File: src/rtl/puf_pkg.sv
// Shared definitions for the arbiter PUF challenge/response path:
// challenge length, LFSR taps and sequencer states.
package puf_pkg;

  localparam int C_LEN_DEF = 8;

  // x^8 + x^6 + x^5 + x^4 + 1, Galois form, right shift
  localparam logic [7:0] LFSR_TAPS = 8'hB8;

  typedef enum logic [2:0] {
    IDLE,
    LAUNCH,
    SETTLE,
    SAMPLE,
    DECIDE,
    OUTPUT
  } state_e;

endpackage

File: src/rtl/challenge_lfsr.sv
// Challenge generator: Galois LFSR, loadable with a seed (0 -> 1).
// Ports: load/seed reload, step advances once, value is the register.
module challenge_lfsr
  import puf_pkg::*;
#(
  parameter int W = C_LEN_DEF
) (
  input  logic         clk,
  input  logic         rst_n,
  input  logic         load,
  input  logic [W-1:0] seed,
  input  logic         step,
  output logic [W-1:0] value
);

  localparam logic [W-1:0] TAPS = W'(LFSR_TAPS);

  logic [W-1:0] val_q, val_d;

  always_comb begin
    val_d = val_q;
    if (load) begin
      // all-zero is the lock-up state of the LFSR
      val_d = (seed == '0) ? W'(1) : seed;
    end else if (step) begin
      val_d = (val_q >> 1) ^ (val_q[0] ? TAPS : '0);
    end
  end

  always_ff @(posedge clk or negedge rst_n) begin
    if (!rst_n) val_q <= '0;
    else        val_q <= val_d;
  end

  assign value = val_q;

endmodule

File: src/rtl/puf_crp_controller.sv
// PUF challenge/response sequencer: launches each challenge NUM_EVALS
// times, majority-votes the synced arbiter bit, packs RESP_WIDTH bits
// and hands the word out on resp_valid/resp_ready.
module puf_crp_controller
  import puf_pkg::*;
#(
  parameter int C_LENGTH      = C_LEN_DEF,
  parameter int RESP_WIDTH    = 8,
  parameter int NUM_EVALS     = 5,
  parameter int SETTLE_CYCLES = 4
) (
  input  logic                  clk,
  input  logic                  rst_n,
  input  logic                  start,
  input  logic [C_LENGTH-1:0]   seed,
  output logic [C_LENGTH-1:0]   challenge,
  output logic                  launch,
  input  logic                  response_in,
  output logic                  busy,
  output logic [RESP_WIDTH-1:0] resp_data,
  output logic                  resp_valid,
  input  logic                  resp_ready
);

  localparam int CW = $clog2(NUM_EVALS + 1);
  localparam int SW = $clog2(SETTLE_CYCLES);
  localparam int BW = (RESP_WIDTH > 1) ? $clog2(RESP_WIDTH) : 1;

  if (NUM_EVALS % 2 == 0) begin : g_chk_evals
    $error("NUM_EVALS must be odd");
  end
  if (SETTLE_CYCLES < 3) begin : g_chk_settle
    $error("SETTLE_CYCLES must be >= 3");
  end

  state_e                state_q, state_d;
  logic [CW-1:0]         ones_q, ones_d;
  logic [CW-1:0]         eval_q, eval_d;
  logic [SW-1:0]         cnt_q, cnt_d;
  logic [BW-1:0]         bit_q, bit_d;
  logic [RESP_WIDTH-1:0] resp_q, resp_d;
  logic                  sync1_q, sync2_q;
  logic                  launch_q, busy_q, valid_q;
  logic                  lfsr_load, lfsr_step;

  challenge_lfsr #(.W(C_LENGTH)) u_lfsr (
    .clk   (clk),
    .rst_n (rst_n),
    .load  (lfsr_load),
    .seed  (seed),
    .step  (lfsr_step),
    .value (challenge)
  );

  always_comb begin
    state_d   = state_q;
    ones_d    = ones_q;
    eval_d    = eval_q;
    cnt_d     = cnt_q;
    bit_d     = bit_q;
    resp_d    = resp_q;
    lfsr_load = 1'b0;
    lfsr_step = 1'b0;
    unique case (state_q)
      IDLE: begin
        if (start) begin
          lfsr_load = 1'b1;
          ones_d    = '0;
          eval_d    = '0;
          bit_d     = '0;
          resp_d    = '0;
          state_d   = LAUNCH;
        end
      end
      LAUNCH: begin
        cnt_d   = '0;
        state_d = SETTLE;
      end
      SETTLE: begin
        if (cnt_q == SW'(SETTLE_CYCLES - 1)) state_d = SAMPLE;
        else cnt_d = cnt_q + SW'(1);
      end
      SAMPLE: begin
        ones_d = ones_q + CW'(sync2_q);
        eval_d = eval_q + CW'(1);
        if (eval_d < CW'(NUM_EVALS)) state_d = LAUNCH;
        else state_d = DECIDE;
      end
      DECIDE: begin
        resp_d[bit_q] = (ones_q > CW'(NUM_EVALS / 2));
        lfsr_step     = 1'b1;
        ones_d        = '0;
        eval_d        = '0;
        bit_d         = bit_q + BW'(1);
        if (bit_q == BW'(RESP_WIDTH - 1)) state_d = OUTPUT;
        else state_d = LAUNCH;
      end
      OUTPUT: begin
        if (resp_ready) state_d = IDLE;
      end
      default: state_d = IDLE;
    endcase
  end

  always_ff @(posedge clk or negedge rst_n) begin
    if (!rst_n) begin
      state_q  <= IDLE;
      ones_q   <= '0;
      eval_q   <= '0;
      cnt_q    <= '0;
      bit_q    <= '0;
      resp_q   <= '0;
      sync1_q  <= 1'b0;
      sync2_q  <= 1'b0;
      launch_q <= 1'b0;
      busy_q   <= 1'b0;
      valid_q  <= 1'b0;
    end else begin
      state_q  <= state_d;
      ones_q   <= ones_d;
      eval_q   <= eval_d;
      cnt_q    <= cnt_d;
      bit_q    <= bit_d;
      resp_q   <= resp_d;
      sync1_q  <= response_in;
      sync2_q  <= sync1_q;
      // outputs registered from next state so they track state_q
      launch_q <= (state_d == LAUNCH);
      busy_q   <= (state_d != IDLE);
      valid_q  <= (state_d == OUTPUT);
    end
  end

  assign launch     = launch_q;
  assign busy       = busy_q;
  assign resp_valid = valid_q;
  assign resp_data  = resp_q;

endmodule
File: config.mk
export PLATFORM = sky130hd
export DESIGN_NAME = puf_crp_controller
export DESIGN_NICKNAME = d
export VERILOG_FILES = /design/src/rtl/puf_pkg.sv /design/src/rtl/challenge_lfsr.sv /design/src/rtl/puf_crp_controller.sv
export SDC_FILE = /design/constraint.sdc
export NUM_CORES = 1
export LEC_CHECK = 0
export BUFFER_PORTS_ARGS = -buffer_cell sky130_fd_sc_hd__buf_2
export CORE_MARGIN = 2
export CORE_UTILIZATION = 43
export CTS_BUF_LIST = sky130_fd_sc_hd__clkbuf_4 sky130_fd_sc_hd__clkbuf_8
export DETAILED_ROUTE_END_ITERATION = 7
export PLACE_DENSITY = 0.65
export RECOVER_POWER = 100
export SYNTH_ARGS = -nofsm -noshare
export SYNTH_HDL_FRONTEND = slang
export SYNTH_SLANG_ARGS = --single-unit
File: constraint.sdc
create_clock -name clk -period 2.2 [get_ports clk]
set_clock_uncertainty 0.05 [all_clocks]
set_input_delay 0.33 -clock clk [delete_from_list [all_inputs] [get_ports clk]]
set_output_delay 0.33 -clock clk [all_outputs]
set_load 0.005 [all_outputs]
==> results.toml <==
[finish]
antenna_cells = 0
seq_area_um2 = 876
nets = 225
nFillCells = 369
multi_input_area_um2 = 817
drive_above_1_share_pct = 16.9
area_growth_pct = 17.0
finalInstanceArea_um2 = 2050
stdcell_count = 257

[pwr]
seqPwrFrac_pct = 40.5
combinationalPowerShare_pct = 36.4
intPower_mw = 1.62
pwr_density_cell_nw_per_um2 = 1240
clockPowerShare_pct = 23.2
p_leak_nw = 0.929
peakVddDrop_uv = 667
power_switching_uw = 922
swShare_pct = 36.2
p_total_mw = 2.54

[clock_network]
clk_path_buf_depth = 2
cts-root-buf = "clkbuf_8"
htree_levels = 2
ctsResizeCount = 0
clock_sinks = 35
clk_pin_slew_ps = 70
cts_setup_buffers = 0
ctsHoldBuffers = 0
tritoncts = "built"
clock_latency_ps = 280
cts_buffers = 5

[grt]
grt.total_usage_pct = 18.9
grt_pass1_wl_um = 6490
grt_max_degree = 36
grt_remaining_overflow = 0
antenna_found_initial = 0
grt_pass1_vias = 1382

[synth]
syn_area_um2 = 1750
yosys_register_bits = 35
async_reset_ff_share_pct = 100
synth_cells = 175
synth_edf_count = 0
synth-seq-area-share_pct = 49.9
yosysMostFrequentCell = "dfrtp_1"
avgSynthCellArea_um2 = 10.0
synth.distinct_cells = 37
ys_top_cells_by_count = "dfrtp_1 (35), o21ai_1 (18), nor2_1 (11), o21ai_0 (11), a21oi_1 (10)"
synth_largest_area_cell = "dfrtp_1"
synthTopCellsByArea = "dfrtp_1 (50%), o21ai_1 (5.1%), a22o_1 (4.5%), ha_1 (4.3%), o21ai_0 (3.1%)"
yosysWarnings = 0
ys.flop_type = "dfrtp_1"
syn-num-nets = 194
yosys.area.top_type_share_pct = 49.9

[drt]
routed_wl_um = 3880
vias = 1437
drt_iter0_drc = 80
ant_nets = 0
viasPerCell = 5.59
wl_per_cell_um = 15.1
drtPass1Iterations = 4
drc = 0

[placed_design]
dp.cells = 249
dpl_cell_area_um2 = 1960
post-dp-hpwl_um = 2760
gp_congestion = 0.853
io_buffers = 31

[floorplan]
die_area_um2 = 4610
start_util_pct = 44.2
num_io_pins = 32
coreArea_um2 = 3970
core.rowCount = 23
die_x_um = 67.9
die_h_um = 67.9

[timing]
finalCritPeriodShare_pct = 83.8
hold_slack_ps = 77.9
hold_violations = 0
finalSetupViolCount = 0
rsz0062_at_grt = "no"
fmax_mhz = 542
finalCriticalPeriod_ps = 1840
slew_violations = 0
fin_setup_tns_ps = 0
slew_headroom_pct = 47.7
worst_slew_pin_slew_ps = 784

[worst_setup_path]
path_class = "reg2reg"
cp.required_ps = 2310
cp.arrival_ps = 1950
reg2reg_from = "state_q[1]"
end_kind = "flop"
crit_start = "state_q[1]"
reg2reg_slack_ps = 360
path_max_fanout = 18
startpoint_type = "flop"

[min_path]
hold_path_class = "in2async"

[status]
status = "finished clean"

[run]
cap_violations = 0
-- final cells by class --
| cell class | instances | area share, % |
|---|---|---|
| inverters | 3 | 0.548 |
| repair buffers | 36 | 8.23 |
| multi-input cells | 125 | 39.8 |
| well taps | 50 | 3.05 |
| clock buffers | 6 | 4.02 |
| clock inverters | 2 | 1.71 |
| flip-flops and latches | 35 | 42.7 |
-- critical path, cell delays in order, from the launching register on --
cell	delay, ps
dfrtp_1	530
nor2_1	150
buf_4	150
o21ai_0	160
clkbuf_2	290
o21ai_0	290
o31ai_2	100
-- final timing paths --
| kind | to | cells after the start |
|---|---|---|
| setup reg to reg | resp_data[2] | 6 |
| min in group clk | sync1_q | 1 |
| hold reg to reg | sync2_q | 0 |
| setup / recovery | resp_data[2] | 6 |
| max in group asynchronous | resp_data[1] | 1 |
| hold / removal | resp_valid | 1 |
-- routing by layer --
| layer | global-route usage, % | wire length, um | vias to the layer above |
|---|---|---|---|
| li1 | - | - | 697 |
| met3 | 5.10 | 198 | 2 |
| met4 | 6.00 | 23 | 0 |
| met2 | 31.9 | 1880 | 41 |
| met5 | 0 | 0 | - |
| met1 | 23.6 | 1770 | 697 |
-- stage by stage --
stage | util [%] | setup WS (ps)
2_1_floorplan | - | 575
4_1_cts | 52.3 | 397
3_5_place_dp | 49.3 | 409
5_1_grt | 51.7 | 179
3_3_place_gp | 49.3 | 462
6_report | 51.7 | 355
-- power by group through the flow --
stage	Combinational, mW	Sequential [mW]	Clock, mW
global placement	0.922	1.02	0
floorplan	0.701	0.964	0
detailed placement	0.967	1.03	0
global route	1.07	1.06	0.632
CTS	0.976	1.02	0.608
finish	0.925	1.03	0.589
-- placed cells by master, fill, tap and decap left out, drive strengths merged, types with 2 or more instances in the layout --
cell type	synthesis	final
dfrtp	35	35
o21ai	29	29
clkbuf	8	22
buf	4	20
nor2	11	11
a21oi	10	10
a22o	9	9
nand2	8	8
nor2b	7	7
a22oi	6	6
a31oi	6	6
ha	6	6
xnor2	4	4
nand2b	4	4
a21o	3	3
inv	3	3
o22ai	2	2
o21bai	2	2
o21a	2	2
o31ai	2	2
nor3b	2	2
-- flip-flops by register name (all words and copies together) (netlist names) --
name / count
ones_q: 3
launch: 1
resp_data: 8
sync1_q: 1
resp_valid: 1
bit_q: 3
state_q: 3
eval_q: 3
sync2_q: 1
busy: 1
cnt_q: 2
u_lfsr.value: 8
-- cell families (layout without fill, tap and decap cells) --
logic type | count (synthesis) | in the layout | synth area share [%]
AND/OR/NAND/NOR | 42 | 42 | 13.6
buffers and inverters | 15 | 47 | 3.50
multiplexers | 2 | 2 | 1.21
AO/OA/AOI/OAI | 71 | 71 | 25.5
adder cells (fa/ha/maj) | 6 | 6 | 4.28
flip-flops | 35 | 35 | 49.9
XOR/XNOR | 4 | 4 | 2.00
(Power assumes the default switching activity.)
